==> config.mk <==
export PLATFORM = sky130hd
export DESIGN_NAME = fetch_sequencer_flat
export DESIGN_NICKNAME = d
export VERILOG_FILES = /design/src/rtl/fetch_sequencer_if.sv /design/src/rtl/fetch_sequencer.sv /design/src/flat_wrapper.sv
export SDC_FILE = /design/constraint.sdc
export NUM_CORES = 1
export LEC_CHECK = 0
export CORE_AREA = 2 2 147 149
export DETAILED_ROUTE_END_ITERATION = 8
export DIE_AREA = 0 0 149 151
export GPL_TIMING_DRIVEN = 0
export SLEW_MARGIN = 25
export SYNTH_ARGS = -nofsm -noshare
export SYNTH_HDL_FRONTEND = slang
export SYNTH_SLANG_ARGS = --single-unit
==> constraint.sdc <==
create_clock -name clk -period 10.15 [get_ports clk]
set_input_delay 2.03 -clock clk [delete_from_list [all_inputs] [get_ports clk]]
set_output_delay 2.03 -clock clk [all_outputs]
set_load 0.02 [all_outputs]
==> src/rtl/fetch_sequencer_if.sv <==
// fetch_sequencer_if
//   Groups every non-clock signal of the fetch sequencer.
//   Redirect:   redirect_valid / redirect_target (from execute)
//   Imem:       imem_req, imem_addr out; imem_ack, imem_rdata in
//   Decode:     if_valid, if_instr, if_pc out; if_ready in
//   Status:     pc (current fetch PC), state_dbg (FSM state for checkers)
//   fault:      present only when FETCH_MISALIGN_FAULT_EN is defined
//   Modports: master = the sequencer, slave = its environment.
interface fetch_sequencer_if;
  logic        redirect_valid;
  logic [31:0] redirect_target;
  logic        imem_req;
  logic [31:0] imem_addr;
  logic        imem_ack;
  logic [31:0] imem_rdata;
  logic        if_valid;
  logic [31:0] if_instr;
  logic [31:0] if_pc;
  logic        if_ready;
  logic [31:0] pc;
  logic [2:0]  state_dbg;
`ifdef FETCH_MISALIGN_FAULT_EN
  logic        fault;
`endif

  modport master (
    input  redirect_valid, redirect_target, imem_ack, imem_rdata, if_ready,
    output imem_req, imem_addr, if_valid, if_instr, if_pc, pc, state_dbg
`ifdef FETCH_MISALIGN_FAULT_EN
    , output fault
`endif
  );

  modport slave (
    output redirect_valid, redirect_target, imem_ack, imem_rdata, if_ready,
    input  imem_req, imem_addr, if_valid, if_instr, if_pc, pc, state_dbg
`ifdef FETCH_MISALIGN_FAULT_EN
    , input fault
`endif
  );
endinterface

==> src/rtl/fetch_sequencer.sv <==
// fetch_sequencer
//   Owns the PC, drives the instruction-memory fetch handshake and holds
//   one fetched instruction for decode. Redirects arriving while a fetch
//   is outstanding are parked until the memory acks; the stale data is
//   dropped.
// Ports:
//   clk    rising-edge clock
//   reset  asynchronous, active-high
//   bus    fetch_sequencer_if.master (redirect, imem, decode, pc, state_dbg)
// Optional feature macro: FETCH_MISALIGN_FAULT_EN
//   defined:   misaligned redirect targets raise a sticky fault and halt
//   undefined: target[1:0] is forced to 2'b00
// Handshakes:
//   imem:   a request is imem_req=1 with imem_addr; it completes on the
//           cycle imem_ack=1. Until then req and addr are held constant.
//   decode: the buffer transfers when if_valid && if_ready on a rising edge.
module fetch_sequencer #(
  parameter logic [31:0] RESET_PC = 32'h0000_0000
) (
  input  logic              clk,
  input  logic              reset,
  fetch_sequencer_if.master bus
);

  typedef enum logic [2:0] {
    S_IDLE  = 3'd0,
    S_REQ   = 3'd1,
    S_HOLD  = 3'd2,
    S_DRAIN = 3'd3
`ifdef FETCH_MISALIGN_FAULT_EN
    , S_HALT = 3'd4
`endif
  } state_e;

  state_e      state_q, state_d;
  logic [31:0] pc_q, pc_d;
  logic [31:0] pending_q, pending_d;
  logic        imem_req_q, imem_req_d;
  logic        if_valid_q, if_valid_d;
  logic [31:0] if_instr_q, if_instr_d;
  logic [31:0] if_pc_q, if_pc_d;
`ifdef FETCH_MISALIGN_FAULT_EN
  logic        fault_q, fault_d;
  logic        halt_pend_q, halt_pend_d;
`endif

  logic        misalign;
  logic        redir;
  logic [31:0] tgt;

  always_comb begin
`ifdef FETCH_MISALIGN_FAULT_EN
    misalign = bus.redirect_valid && (bus.redirect_target[1:0] != 2'b00);
    tgt      = bus.redirect_target;
`else
    misalign = 1'b0;
    tgt      = {bus.redirect_target[31:2], 2'b00};
`endif
    // A usable redirect; a misaligned one is never applied to the PC.
    redir = bus.redirect_valid && !misalign;

    state_d    = state_q;
    pc_d       = pc_q;
    pending_d  = pending_q;
    if_valid_d = if_valid_q;
    if_instr_d = if_instr_q;
    if_pc_d    = if_pc_q;
`ifdef FETCH_MISALIGN_FAULT_EN
    fault_d     = fault_q;
    halt_pend_d = halt_pend_q;
`endif

    case (state_q)
      S_IDLE: begin
        state_d = S_REQ;
        if (redir) pc_d = tgt;
`ifdef FETCH_MISALIGN_FAULT_EN
        if (misalign) begin
          fault_d = 1'b1;
          state_d = S_HALT;
        end
`endif
      end

      S_REQ: begin
        if (bus.imem_ack) begin
          // Redirect in the ack cycle: drop the data, refetch at target.
          if (redir) pc_d = tgt;
`ifdef FETCH_MISALIGN_FAULT_EN
          else if (misalign) begin
            fault_d = 1'b1;
            state_d = S_HALT;
          end
`endif
          else begin
            if_instr_d = bus.imem_rdata;
            if_pc_d    = pc_q;
            if_valid_d = 1'b1;
            pc_d       = pc_q + 32'd4;
            state_d    = S_HOLD;
          end
        end else if (redir) begin
          pending_d = tgt;
          state_d   = S_DRAIN;
        end
`ifdef FETCH_MISALIGN_FAULT_EN
        else if (misalign) begin
          // Request must still complete before halting.
          fault_d     = 1'b1;
          halt_pend_d = 1'b1;
          state_d     = S_DRAIN;
        end
`endif
      end

      S_HOLD: begin
        // Redirect beats if_ready: the buffered instruction is wrong-path.
        if (redir) begin
          if_valid_d = 1'b0;
          pc_d       = tgt;
          state_d    = S_REQ;
        end
`ifdef FETCH_MISALIGN_FAULT_EN
        else if (misalign) begin
          if_valid_d = 1'b0;
          fault_d    = 1'b1;
          state_d    = S_HALT;
        end
`endif
        else if (bus.if_ready) begin
          if_valid_d = 1'b0;
          state_d    = S_REQ;
        end
      end

      S_DRAIN: begin
        if (bus.imem_ack) begin
`ifdef FETCH_MISALIGN_FAULT_EN
          if (halt_pend_q || misalign) begin
            fault_d = 1'b1;
            state_d = S_HALT;
          end else
`endif
          begin
            pc_d    = redir ? tgt : pending_q;
            state_d = S_REQ;
          end
        end else if (redir) begin
          pending_d = tgt;
        end
`ifdef FETCH_MISALIGN_FAULT_EN
        else if (misalign) begin
          fault_d     = 1'b1;
          halt_pend_d = 1'b1;
        end
`endif
      end

`ifdef FETCH_MISALIGN_FAULT_EN
      S_HALT: state_d = S_HALT;
`endif

      default: state_d = S_IDLE;
    endcase

    imem_req_d = (state_d == S_REQ) || (state_d == S_DRAIN);
  end

  always_ff @(posedge clk or posedge reset) begin
    if (reset) begin
      state_q    <= S_IDLE;
      pc_q       <= RESET_PC;
      pending_q  <= 32'h0;
      imem_req_q <= 1'b0;
      if_valid_q <= 1'b0;
      if_instr_q <= 32'h0;
      if_pc_q    <= 32'h0;
`ifdef FETCH_MISALIGN_FAULT_EN
      fault_q     <= 1'b0;
      halt_pend_q <= 1'b0;
`endif
    end else begin
      state_q    <= state_d;
      pc_q       <= pc_d;
      pending_q  <= pending_d;
      imem_req_q <= imem_req_d;
      if_valid_q <= if_valid_d;
      if_instr_q <= if_instr_d;
      if_pc_q    <= if_pc_d;
`ifdef FETCH_MISALIGN_FAULT_EN
      fault_q     <= fault_d;
      halt_pend_q <= halt_pend_d;
`endif
    end
  end

  assign bus.imem_req  = imem_req_q;
  assign bus.imem_addr = pc_q;
  assign bus.if_valid  = if_valid_q;
  assign bus.if_instr  = if_instr_q;
  assign bus.if_pc     = if_pc_q;
  assign bus.pc        = pc_q;
  assign bus.state_dbg = state_q;
`ifdef FETCH_MISALIGN_FAULT_EN
  assign bus.fault     = fault_q;
`endif

endmodule

==> src/flat_wrapper.sv <==
// flat-port wrapper written by rule: the top's interface ports become plain ports
module fetch_sequencer_flat 
#(
  parameter logic [31:0] RESET_PC = 32'h0000_0000
)
  (clk, reset, bus_redirect_valid, bus_redirect_target, bus_imem_ack, bus_imem_rdata, bus_if_ready, bus_imem_req, bus_imem_addr, bus_if_valid, bus_if_instr, bus_if_pc, bus_pc, bus_state_dbg);
  fetch_sequencer_if bus_i ();
  input  logic clk;
  input  logic reset;
  input wire logic [$bits(bus_i.redirect_valid)-1:0] bus_redirect_valid;
  input wire logic [$bits(bus_i.redirect_target)-1:0] bus_redirect_target;
  input wire logic [$bits(bus_i.imem_ack)-1:0] bus_imem_ack;
  input wire logic [$bits(bus_i.imem_rdata)-1:0] bus_imem_rdata;
  input wire logic [$bits(bus_i.if_ready)-1:0] bus_if_ready;
  output wire logic [$bits(bus_i.imem_req)-1:0] bus_imem_req;
  output wire logic [$bits(bus_i.imem_addr)-1:0] bus_imem_addr;
  output wire logic [$bits(bus_i.if_valid)-1:0] bus_if_valid;
  output wire logic [$bits(bus_i.if_instr)-1:0] bus_if_instr;
  output wire logic [$bits(bus_i.if_pc)-1:0] bus_if_pc;
  output wire logic [$bits(bus_i.pc)-1:0] bus_pc;
  output wire logic [$bits(bus_i.state_dbg)-1:0] bus_state_dbg;
  assign bus_i.redirect_valid = bus_redirect_valid;
  assign bus_i.redirect_target = bus_redirect_target;
  assign bus_i.imem_ack = bus_imem_ack;
  assign bus_i.imem_rdata = bus_imem_rdata;
  assign bus_i.if_ready = bus_if_ready;
  assign bus_imem_req = bus_i.imem_req;
  assign bus_imem_addr = bus_i.imem_addr;
  assign bus_if_valid = bus_i.if_valid;
  assign bus_if_instr = bus_i.if_instr;
  assign bus_if_pc = bus_i.if_pc;
  assign bus_pc = bus_i.pc;
  assign bus_state_dbg = bus_i.state_dbg;
  fetch_sequencer #(.RESET_PC(RESET_PC)) u_core (.clk(clk), .reset(reset), .bus(bus_i));
endmodule
Word level (Yosys, flattened, before mapping)
Cells that the tools add are included.

operators by class
  equality and inequality tests = 10
  add/sub/neg operators = 1
  bitwise gates (word level) = 2
  reduce and logical (&&, ||, !) cells = 10
  muxes and demuxes = 18

operator list
  cell                                           count
  two-way mux 32 bit                             5
  one-hot mux 32 bit (3 select lines)            1
  adder 32 x 3 -> 32 bit, second input constant  1
  two-way mux 3 bit                              6
  one-hot mux 3 bit (4 select lines)             1
  == test 3 x 2 -> 1 bit, second input constant  3
  AND reduction 4 bit                            2
  == test 3 x 1 -> 1 bit, second input constant  2
  != test 2 bit, second input constant           3
  two-way mux 1 bit                              4
  OR reduction 2 bit                             2
  logical NOT 3 bit                              1
  != test 3 bit, second input constant           1
  AND reduction 3 bit                            1
  nonzero test 3 bit                             1
  != test 2 x 1 -> 1 bit, second input constant  1
  NOT 1 bit                                      2
  one-hot mux 1 bit (2 select lines)             1
  AND reduction 2 bit                            1
  nonzero test 2 bit                             1
  logical OR 1 bit                               1

storage, ports and cells
  output and inout bits = 133
  input bits = 69
  bits in registers = 133
  logic and storage cells = 48

Logic depth before layout (Yosys ltp)
Gate-level depths: netlist (run 1).

  depth after elaboration = 5
  mapped depth = 8
  gate-level depth less buffers = 6

Least setup slack after synthesis (run 1)
Ideal clock, no wire load.

  path type = in2reg
  start point = in bus_redirect_valid
  end point = reg u_core.pending_q[10]
  setup time = 0.125 ns
  setup slack = 6.901 ns
  data required time = 10.025 ns
  arrival = 3.124 ns
  cell stages on the path = 5
  cells stage by stage = buf_2 > inv_1 > nor3_2 > buf_4 > mux2_2

on the way
  cells in the longest elaborated chain, start to end = 1

RTL lines
  element               line                    RTL
  start, declared       flat_wrapper.sv:10      input wire logic [$bits(bus_i.redirect_valid)-1:0] bus_redirect_valid;
  two-way mux 32 bit    n/a
  end signal, assigned  fetch_sequencer.sv:185  pending_q <= pending_d;
  end, declared         fetch_sequencer.sv:37   logic [31:0] pending_q, pending_d;

No other way between the ends.
A chain may end at the register's enable or synchronous reset.

Final worst setup path (run 1)
  start point = reg u_core.pc_q[24] (netlist: u_core.bus.imem_addr[24])
  end point = out bus_pc[24]

RTL lines
  element                 line                    RTL
  start, declared         fetch_sequencer.sv:36   logic [31:0] pc_q, pc_d;
  start signal, assigned  fetch_sequencer.sv:184  pc_q <= pc_d;
  end, declared           flat_wrapper.sv:20      output wire logic [$bits(bus_i.pc)-1:0] bus_pc;

No word-level cell between the ends.

==> results.txt, run 1 <==
- Length of the first detailed-routing pass in iterations: 5
- Summing the areas of all compound-gate instances in the mapped netlist gives 13.48% of the synthesized area.
* Inserted Clock Buffers: 17
* Netlist area before placement: 0.006776 mm^2
- Clock latency on the worst-skew pair, taken at its later pin, is 0.42 ns.
* Maximum buffer depth of the clock tree: 2
- The path class of the tightest hold or removal check is reg2reg.
- Measured against the total synthesized area, the mux share comes to 5.133%.
* Summed negative setup slack over all endpoints: 0 ns
- Setup violators final: 0
- After layout, the design draws a total of 2.094 mW.
- After Yosys synthesis, full adders, half adders and majority gates account for 0.1846% of the synthesized area.
* Hold_sp: u_core.bus.if_pc[28]$_DFFE_PP0P_
* F_max: 257.4 MHz
* Design Area, Final: 0.009761 mm^2
* Tightest Pin Transition: 0.8080 ns
- Placer's final routability congestion estimate: 0.8465
- Final hold violation count: 0
- The critical path goes through buf_4 -> clkdlybuf4s50_1.
- Internal reg-to-reg setup slack: 8.01 ns
- Final Net Count: 1014
- The initial utilization of the core area, before any placement, comes to 32.54%.
- Average routed wire per standard cell: 17.80 um
* Hold Worst Slack: 0.4718 ns
* Pwr Density: 214.5 mW/mm^2
- In this run the count of I/O pins placed on the die edge is 202.
* Number of global-route vias before repair: 5700
* Synthesized Nets: 795
- In this run the worst path has a maximum fanout of 8.
* Largest net degree at the start of global routing: 74
* Number of cells upsized or downsized after cts: 0
- Setup repair after global routing left no endpoint under its margin.
* Crit. End Element: output pin
- Hold Buf Count CTS: 0
- YS warnings: 0
- Fraction of layout cells with a size suffix above 1: 15.05%
- STA classifies the critical path startpoint as a flop.
- The worst hold path terminates at u_core.bus.if_pc[28]$_DFFE_PP0P_.
* Number of sinks handled by clock tree synthesis: 133
- The count of pins over their slew limit came to 0.
- The number of antenna diodes in the final layout is 0.
* Number of cells in the design after placement: 1200
- The cell sitting at the root of the clock tree is a sky130_fd_sc_hd__clkbuf_16.
* Area growth from synthesis to layout: 44.04%
- Once detail routing completed, the nets flagged for antenna violations numbered 0.
- Worst setup path category: reg2out
- Measured along the y axis, the die boundary spans 151 um.
- Summing all placed instances gives a cell area of 0.009148 mm^2.
* H-tree level count: 4
* Count of input and output buffers: 199
- Detailed router's first-iteration violation count: 456
- The floorplan step defined a die boundary enclosing 0.02250 mm^2.
* Cells after synthesis: 725
* Xor-xnor portion of the synthesized cell area: 1.939%
* CTS tree: done
- The floorplan has 53 rows.
* Core region area: 0.02082 mm^2
- In this run the tightest slew margin relative to its limit is 45.57%.
- Once detailed placement completed, the half-perimeter wirelength came to 16180 um.
* Worst voltage drop across the vdd grid: 0.1223 mV
- Depth of the worst register-to-register path: 7
- Chip width: 149 um
- The worst hold path was traced through 2 stages.
- By area the synthesized netlist is led by sky130_fd_sc_hd__dfrtp_1, sky130_fd_sc_hd__nand2_1, sky130_fd_sc_hd__mux2_2.
* Leading area contributor after synthesis: sky130_fd_sc_hd__dfrtp_1
* Gr ovfl total: 0
- For this design the static power due to leakage is 4.265 nW.
- Flip-flop and latch count after synthesis: 133
- Leading cell type in the layout, fill and taps excluded: sky130_fd_sc_hd__nand2_1
* Total track usage: 19.66%
- Number of flops mapped to enable cells by yosys: 0
* Final period util: 38.28%
- In the routed design, unresolved DRC markers number 0.
- Main combinational cell family by area after synthesis: simple AND/OR/NAND/NOR gates
* Async S/R FF share, synth: 100.0%
- Global-route wire length before repair: 33620 um
* Min Tclk post-route: 3.886 ns
* Capture point of the worst reg-to-reg path: u_core.bus.imem_addr[20]$_DFFE_PP0P_
* Number of library cell types mapped by synthesis: 61
- Sequential share of the synthesized area: 49.11%
* Number of antenna violations at the first check in global routing: 0
- After clock tree synthesis, the clock-pin slew on the worst setup and hold paths is 0.06 ns.
- In the routed layout, each cell is associated on average with a via count of 4.938.
- Number of max-cap violations: 0
- Reg-to-reg startpoint: u_core.bus.imem_addr[2]$_DFFE_PP0P_
- Result of the run: finished, final reports clean
- Req. time, crit path: 8.12 ns
* # Post-CTS Setup Buffers: 0
- Arrival time of the worst setup path: 1.86 ns
* Routed WL: 21930 um
- Synth Area in Simple Gates: 21.84%
- Share of the synthesized area in the top cell type: 49.11%
- Slowest cell delay on critical path: 0.66 ns
- Most used cells in the layout excluding fill and tap cells: sky130_fd_sc_hd__nand2_1, sky130_fd_sc_hd__clkdlybuf4s50_1, sky130_fd_sc_hd__dfrtp_1, sky130_fd_sc_hd__o21ai_0, sky130_fd_sc_hd__buf_4
- Most common flop cell mapped by yosys: sky130_fd_sc_hd__dfrtp_1
* Clock tree skew after final layout: 0.009254 ns
* Mean area per synthesized cell: 9.347 um^2
* Cell type of the slowest stage on the worst timing path: sky130_fd_sc_hd__dfrtp_1
- Across all layers, the routed design uses 6084 vias.
- For this run, the number of standard cells in the final layout without fillers is 1232.
## synth_stat cells, drive strengths merged (7+ instances only)
cell	number
nand2	223
dfrtp	133
buf	63
o21ai	50
mux2	30
nor2	24
clkbuf	16
nor3	14
inv	12
nand4	12
a21oi	11
xnor2	11
a221o	10
a22oi	10
and2	10
a31oi	8
nand3	8
o211ai	8
and4	7
nor2b	7
## sequential cells by signal (all words and copies together) (netlist names)
name                  flops
u_core.bus.imem_addr     32
u_core.bus.imem_req       1
u_core.bus.state_dbg      3
u_core.bus.if_instr      32
u_core.bus.if_valid       1
u_core.bus.if_pc         32
u_core.pending_q         32
## worst max path at each step
stage                     cells past startpoint                                    to  slack [ns]                            startpoint
after floorplan                               1    u_core.bus.if_instr[0]$_DFFE_PP0P_        4.57                                 reset
after global placement                        2      u_core.pending_q[29]$_DFFE_PP0P_        2.37                                 reset
after detailed placement                      6  u_core.bus.imem_addr[20]$_DFFE_PP0P_        5.96                          bus_imem_ack
after CTS                                     2                            bus_pc[24]        6.24  u_core.bus.imem_addr[24]$_DFFE_PP0P_
after global routing                          2                            bus_pc[24]        6.20  u_core.bus.imem_addr[24]$_DFFE_PP0P_
final                                         2                            bus_pc[24]        6.26  u_core.bus.imem_addr[24]$_DFFE_PP0P_
## through the flow
| stage | util [%] | setup WS, ns |
|---|---|---|
| 5_1_grt | 46.88 | 6.197 |
| 2_1_floorplan | - | 4.566 |
| 6_report | 46.88 | 6.264 |
| 3_5_place_dp | 43.93 | 5.963 |
| 3_3_place_gp | 43.76 | 2.372 |
| 4_1_cts | 46.88 | 6.236 |
## per-layer routing
| layer | part of all wire, % | up-vias | global-route usage (%) |
|---|---|---|---|
| li1 | - | 2919 | - |
| met1 | 45 | 2906 | 27.34 |
| met2 | 46 | 239 | 30.12 |
| met3 | 7.6 | 20 | 5.060 |
| met4 | 1.4 | 0 | 6.095 |
| met5 | 0 | - | 0 |
## kinds of logic after synthesis
| group | count (synthesis) |
|---|---|
| other | 1 |
| buffers and inverters | 91 |
| multiplexers | 31 |
| adder cells (fa/ha/maj) | 1 |
| flip-flops | 133 |
| AO/OA/AOI/OAI | 134 |
| XOR/XNOR | 15 |
| AND/OR/NAND/NOR | 319 |
## worst max-delay path: cells and delay by family, from the launching register on
kind	cells	cell delay, ns
buffers and inverters	2	0.78
DFF	1	0.66
## power by group
part / total (mW) / internal (mW) / leakage [nW] / switching, mW
Combinational: 0.686 / 0.345 / 2.34 / 0.341
Clock: 0.646 / 0.397 / 0.291 / 0.250
Sequential: 0.761 / 0.649 / 1.64 / 0.112
## area by class of cell
| cell class | count | area (um^2) |
|---|---|---|
| plain buffers | 79 | 514.2 |
| repair buffers | 200 | 2019 |
| clock inverters | 13 | 170.2 |
| inverters | 12 | 52.55 |
| well taps | 275 | 344.1 |
| flip-flops and latches | 133 | 3328 |
| clock buffers | 19 | 442.9 |
| fillers | 2049 | 11060 |
| multi-input cells | 501 | 2889 |
Note: power is estimated with default switching activity, not from simulation.
==> inputs of run 2 (changes only) <==
==> constraint.sdc (replaced) <==
create_clock -name clk -period 3.3 [get_ports clk]
set_input_delay 0.66 -clock clk [delete_from_list [all_inputs] [get_ports clk]]
set_output_delay 0.66 -clock clk [all_outputs]
set_load 0.02 [all_outputs]
==> run 2 against run 1 <==
Compared with the run above:
- critical path depth unchanged
- register-to-register slack got worse by 6.9 ns
- sequential share of layout area decreased by 0.21 points
- routed wire length decreased by 0.16%
- combinational power increased to 3.1 times the previous value
- power increased to 3.1 times the previous value
- largest cell class unchanged
- largest power group unchanged
- highest routed layer unchanged
==> results.txt, run 2 (synthesis gave the netlist of run 1 again) <==
- The core region area was 0.02082 mm^2 (unchanged).
- Pwr Density: 651.9 mW/mm^2 (+200%)
- Arrival time of the worst setup path: 1.83 ns (-0.03 ns)
- The number of nets in the finished design is 1018 (+0.39%).
- The total die area was 0.02250 mm^2 (unchanged).
* Setup violators final: 0 (unchanged)
* Startpoint class of the critical path: flop
* I/O pin count: 202 (unchanged)
* Leading cell type in the layout, fill and taps excluded: sky130_fd_sc_hd__nand2_1
- The slew at the pin closest to its max-slew limit was 0.7686 ns (-0.03939 ns).
- Number of cells on the critical path: 2 (unchanged)
- The maximum clock insertion buffer count is 2 (unchanged).
- The worst hold margin is 0.4724 ns (+0.0005870 ns).
* Cell-by-cell listing of the critical path: buf_4 -> clkdlybuf4s50_1
- End point of the most critical hold path: u_core.bus.if_instr[17]$_DFFE_PP0P_
- The worst reg2reg path depth was 7 (unchanged).
- The internal power was 4.202 mW (+200%).
- Net switching power: 2.200 mW (+210%)
- The critical path is of the reg2out type.
- Length of the first detailed-routing pass in iterations: 5 (unchanged)
- The portion of total power attributed to combinational logic came to 33.2% (+0.4 points).
- Fraction of layout cells with a size suffix above 1: 15.40% (+0.35 points)
* # Post-CTS Setup Buffers: 0 (unchanged)
- Number of global-route vias before repair: 5822 (+2.1%)
- The final setup skew was 0.01327 ns (+0.004011 ns).
- Total track usage: 19.78% (+0.12 points)
- The post-route antenna net violation count is 0 (unchanged).
- The number of design rule violations left after detail routing came to 0 (unchanged).
* Crit path max fanout: 8 (unchanged)
- The leftover overflow at the end of global routing was 0 (unchanged).
- The count of pins over their slew limit is 0 (unchanged).
- Inserted Clock Buffers: 17 (unchanged)
- In this run the critical register-to-register path is captured at u_core.bus.imem_addr[20]$_DFFE_PP0P_.
* Power share of the clock group: 30.3% (-0.6 points)
- The post-detailed-routing wire length came to 21890 um (-0.16%).
* Later-pin clock latency in the skew report: 0.44 ns (+0.02 ns)
* H-tree level count: 4 (unchanged)
* Number of max-cap violations: 0 (unchanged)
* Reg-to-reg startpoint: u_core.bus.imem_addr[2]$_DFFE_PP0P_
- The detailed placer's ending HPWL came to 16500 um (+2.0%).
- The number of DRC violations after detailed-routing iteration 0 is 395 (-13%).
* Vias per Instance: 4.917 (-0.42%)
- The critical path's largest stage delay came to 0.60 ns (-0.06 ns).
- The count of input and output buffers was 199 (unchanged).
* Starting utilization of the core area: 32.54% (unchanged)
- Worst min-delay path category: reg2reg
- The peak supply drop is 0.3405 mV (+180%).
- The required time of the critical path came to 2.64 ns (-5.48 ns).
- The worst slew margin relative to its limit is 48.22% (+2.7 points).
- Placer's final routability congestion estimate: 0.8781 (+3.7%)
- Cell row count: 53 (unchanged)
* Number of cells upsized or downsized after cts: 0 (unchanged)
- Setup repair after global routing left no endpoint under its margin.
* Number of antenna violations at the first check in global routing: 0 (unchanged)
- The worst path needs 2.488 ns of the cycle, external delays included.
- The worst setup path is captured at an output pin.
* CP delay by family, top: buffers and inverters
- The clock net sink count was 133 (unchanged).
- The pin count of the biggest net entering global routing came to 31 (-58%).
- The library cells used most frequently in the layout, excluding fill and tap cells, are sky130_fd_sc_hd__nand2_1, sky130_fd_sc_hd__clkdlybuf4s50_1, sky130_fd_sc_hd__dfrtp_1, sky130_fd_sc_hd__o21ai_0, sky130_fd_sc_hd__buf_4.
- Hold Buf Count CTS: 0 (unchanged)
- The worst path buffer plus inverter count is 2 (unchanged).
- The flow ran to the end, and the final reports show no timing, DRC or antenna violations.
- Final period util: 75.39%
* Worst-case setup margin in the final layout: 0.8120 ns (-5.452 ns)
* Global-route wire length before repair: 33800 um (+0.54%)
- Switching Fraction: 34.36% (+0.76 points)
* Number of antenna repair diodes: 0 (unchanged)
- Compared with the post-synthesis result, the final layout area differs by 44.92%.
* F_max: 401.9 MHz
* Place WS: 0.4831 ns (-5.480 ns)
* Cell type of the slowest stage on the worst timing path: sky130_fd_sc_hd__dfrtp_1
- Clock tree synthesis selected as its root buffer the cell sky130_fd_sc_hd__clkbuf_16.
- WHS Path Cells: 2 (unchanged)
* Total vias in the final route: 6078 (-0.099%)
- The minimum setup slack among reg-to-reg paths was 1.15 ns (-6.86 ns).
* Leakage component of the power: 4.291 nW (+0.62%)
- The x dimension of the die is 149 um (unchanged).
- The clock slew at the register clock pins of the worst setup and hold paths is 0.06 ns (about the same).
- The final-report hold violation count came to 0 (unchanged).
- The die extent in y was 151 um (unchanged).
* Hold_sp: u_core.bus.if_instr[17]$_DFFE_PP0P_
- TritonCTS built the clock tree.
- The routed wire length per instance is 17.71 um (-0.48%).
- Share of total power in sequential cells: 36.5% (+0.2 points)
run 2: final cells by class:
type | count | area (um^2)
well taps | 275 | 344.1
multi-input cells | 501 | 2889
repair buffers | 204 | 2100
inverters | 12 | 48.80
clock inverters | 14 | 167.7
flip-flops and latches | 133 | 3328
clock buffers | 18 | 429.2
plain buffers | 79 | 514.2
fillers | 2041 | 11000
run 2: worst max path at each step:
stage	start	to	slack, ns
after floorplan	reset	u_core.bus.if_instr[0]$_DFFE_PP0P_	0.99
after global placement	reset	u_core.bus.imem_addr[28]$_DFFE_PP0P_	-0.37
after detailed placement	bus_imem_ack	u_core.bus.imem_addr[20]$_DFFE_PP0P_	0.48
after CTS	u_core.bus.imem_addr[24]$_DFFE_PP0P_	bus_pc[24]	0.81
after global routing	bus_imem_ack	u_core.bus.imem_addr[20]$_DFFE_PP0P_	0.74
final	u_core.bus.imem_addr[24]$_DFFE_PP0P_	bus_pc[24]	0.81
run 2: metal layers:
metal	up-vias	GRT usage, %	wire (um)
li1	2909	-	-
met1	2925	26.96	9787
met2	229	31.54	10260
met3	15	5.060	1667
met4	0	4.952	181
met5	-	0	0
run 2: worst register-to-register path, cell delays in order, from the launching register on:
cell and delay [ns]:
sky130_fd_sc_hd__dfrtp_1 0.55, sky130_fd_sc_hd__ha_1 0.27, sky130_fd_sc_hd__and4_1 0.20, sky130_fd_sc_hd__buf_2 0.20
sky130_fd_sc_hd__nand3_4 0.16, sky130_fd_sc_hd__nor3_1 0.22, sky130_fd_sc_hd__o21ai_0 0.11, sky130_fd_sc_hd__a221o_1 0.32
run 2: power by group through the flow:
stage / sequential, mW / combinational (mW) / clock (mW)
after floorplan: 2.62 / 0.787 / 0
after global placement: 2.36 / 2.11 / 0
after detailed placement: 2.37 / 2.14 / 0
after CTS: 2.34 / 2.15 / 1.98
after global routing: 2.40 / 2.28 / 2.07
final: 2.34 / 2.13 / 1.94
run 2: per-stage QoR:
| step | total power [mW] | std cells | instance area [um^2] | TNS (ns) | util (%) |
|---|---|---|---|---|---|
| after global routing | 6.746 | 1236 | 9821 | 0 | 47.16 |
| after global placement | 4.468 | 1199 | 9116 | -47.76 | 43.78 |
| after CTS | 6.472 | 1236 | 9821 | 0 | 47.16 |
| after detailed placement | 4.513 | 1204 | 9224 | 0 | 44.30 |
| after floorplan | 3.406 | 725 | 6780 | 0 | - |
| final | 6.402 | 1236 | 9821 | 0 | 47.16 |
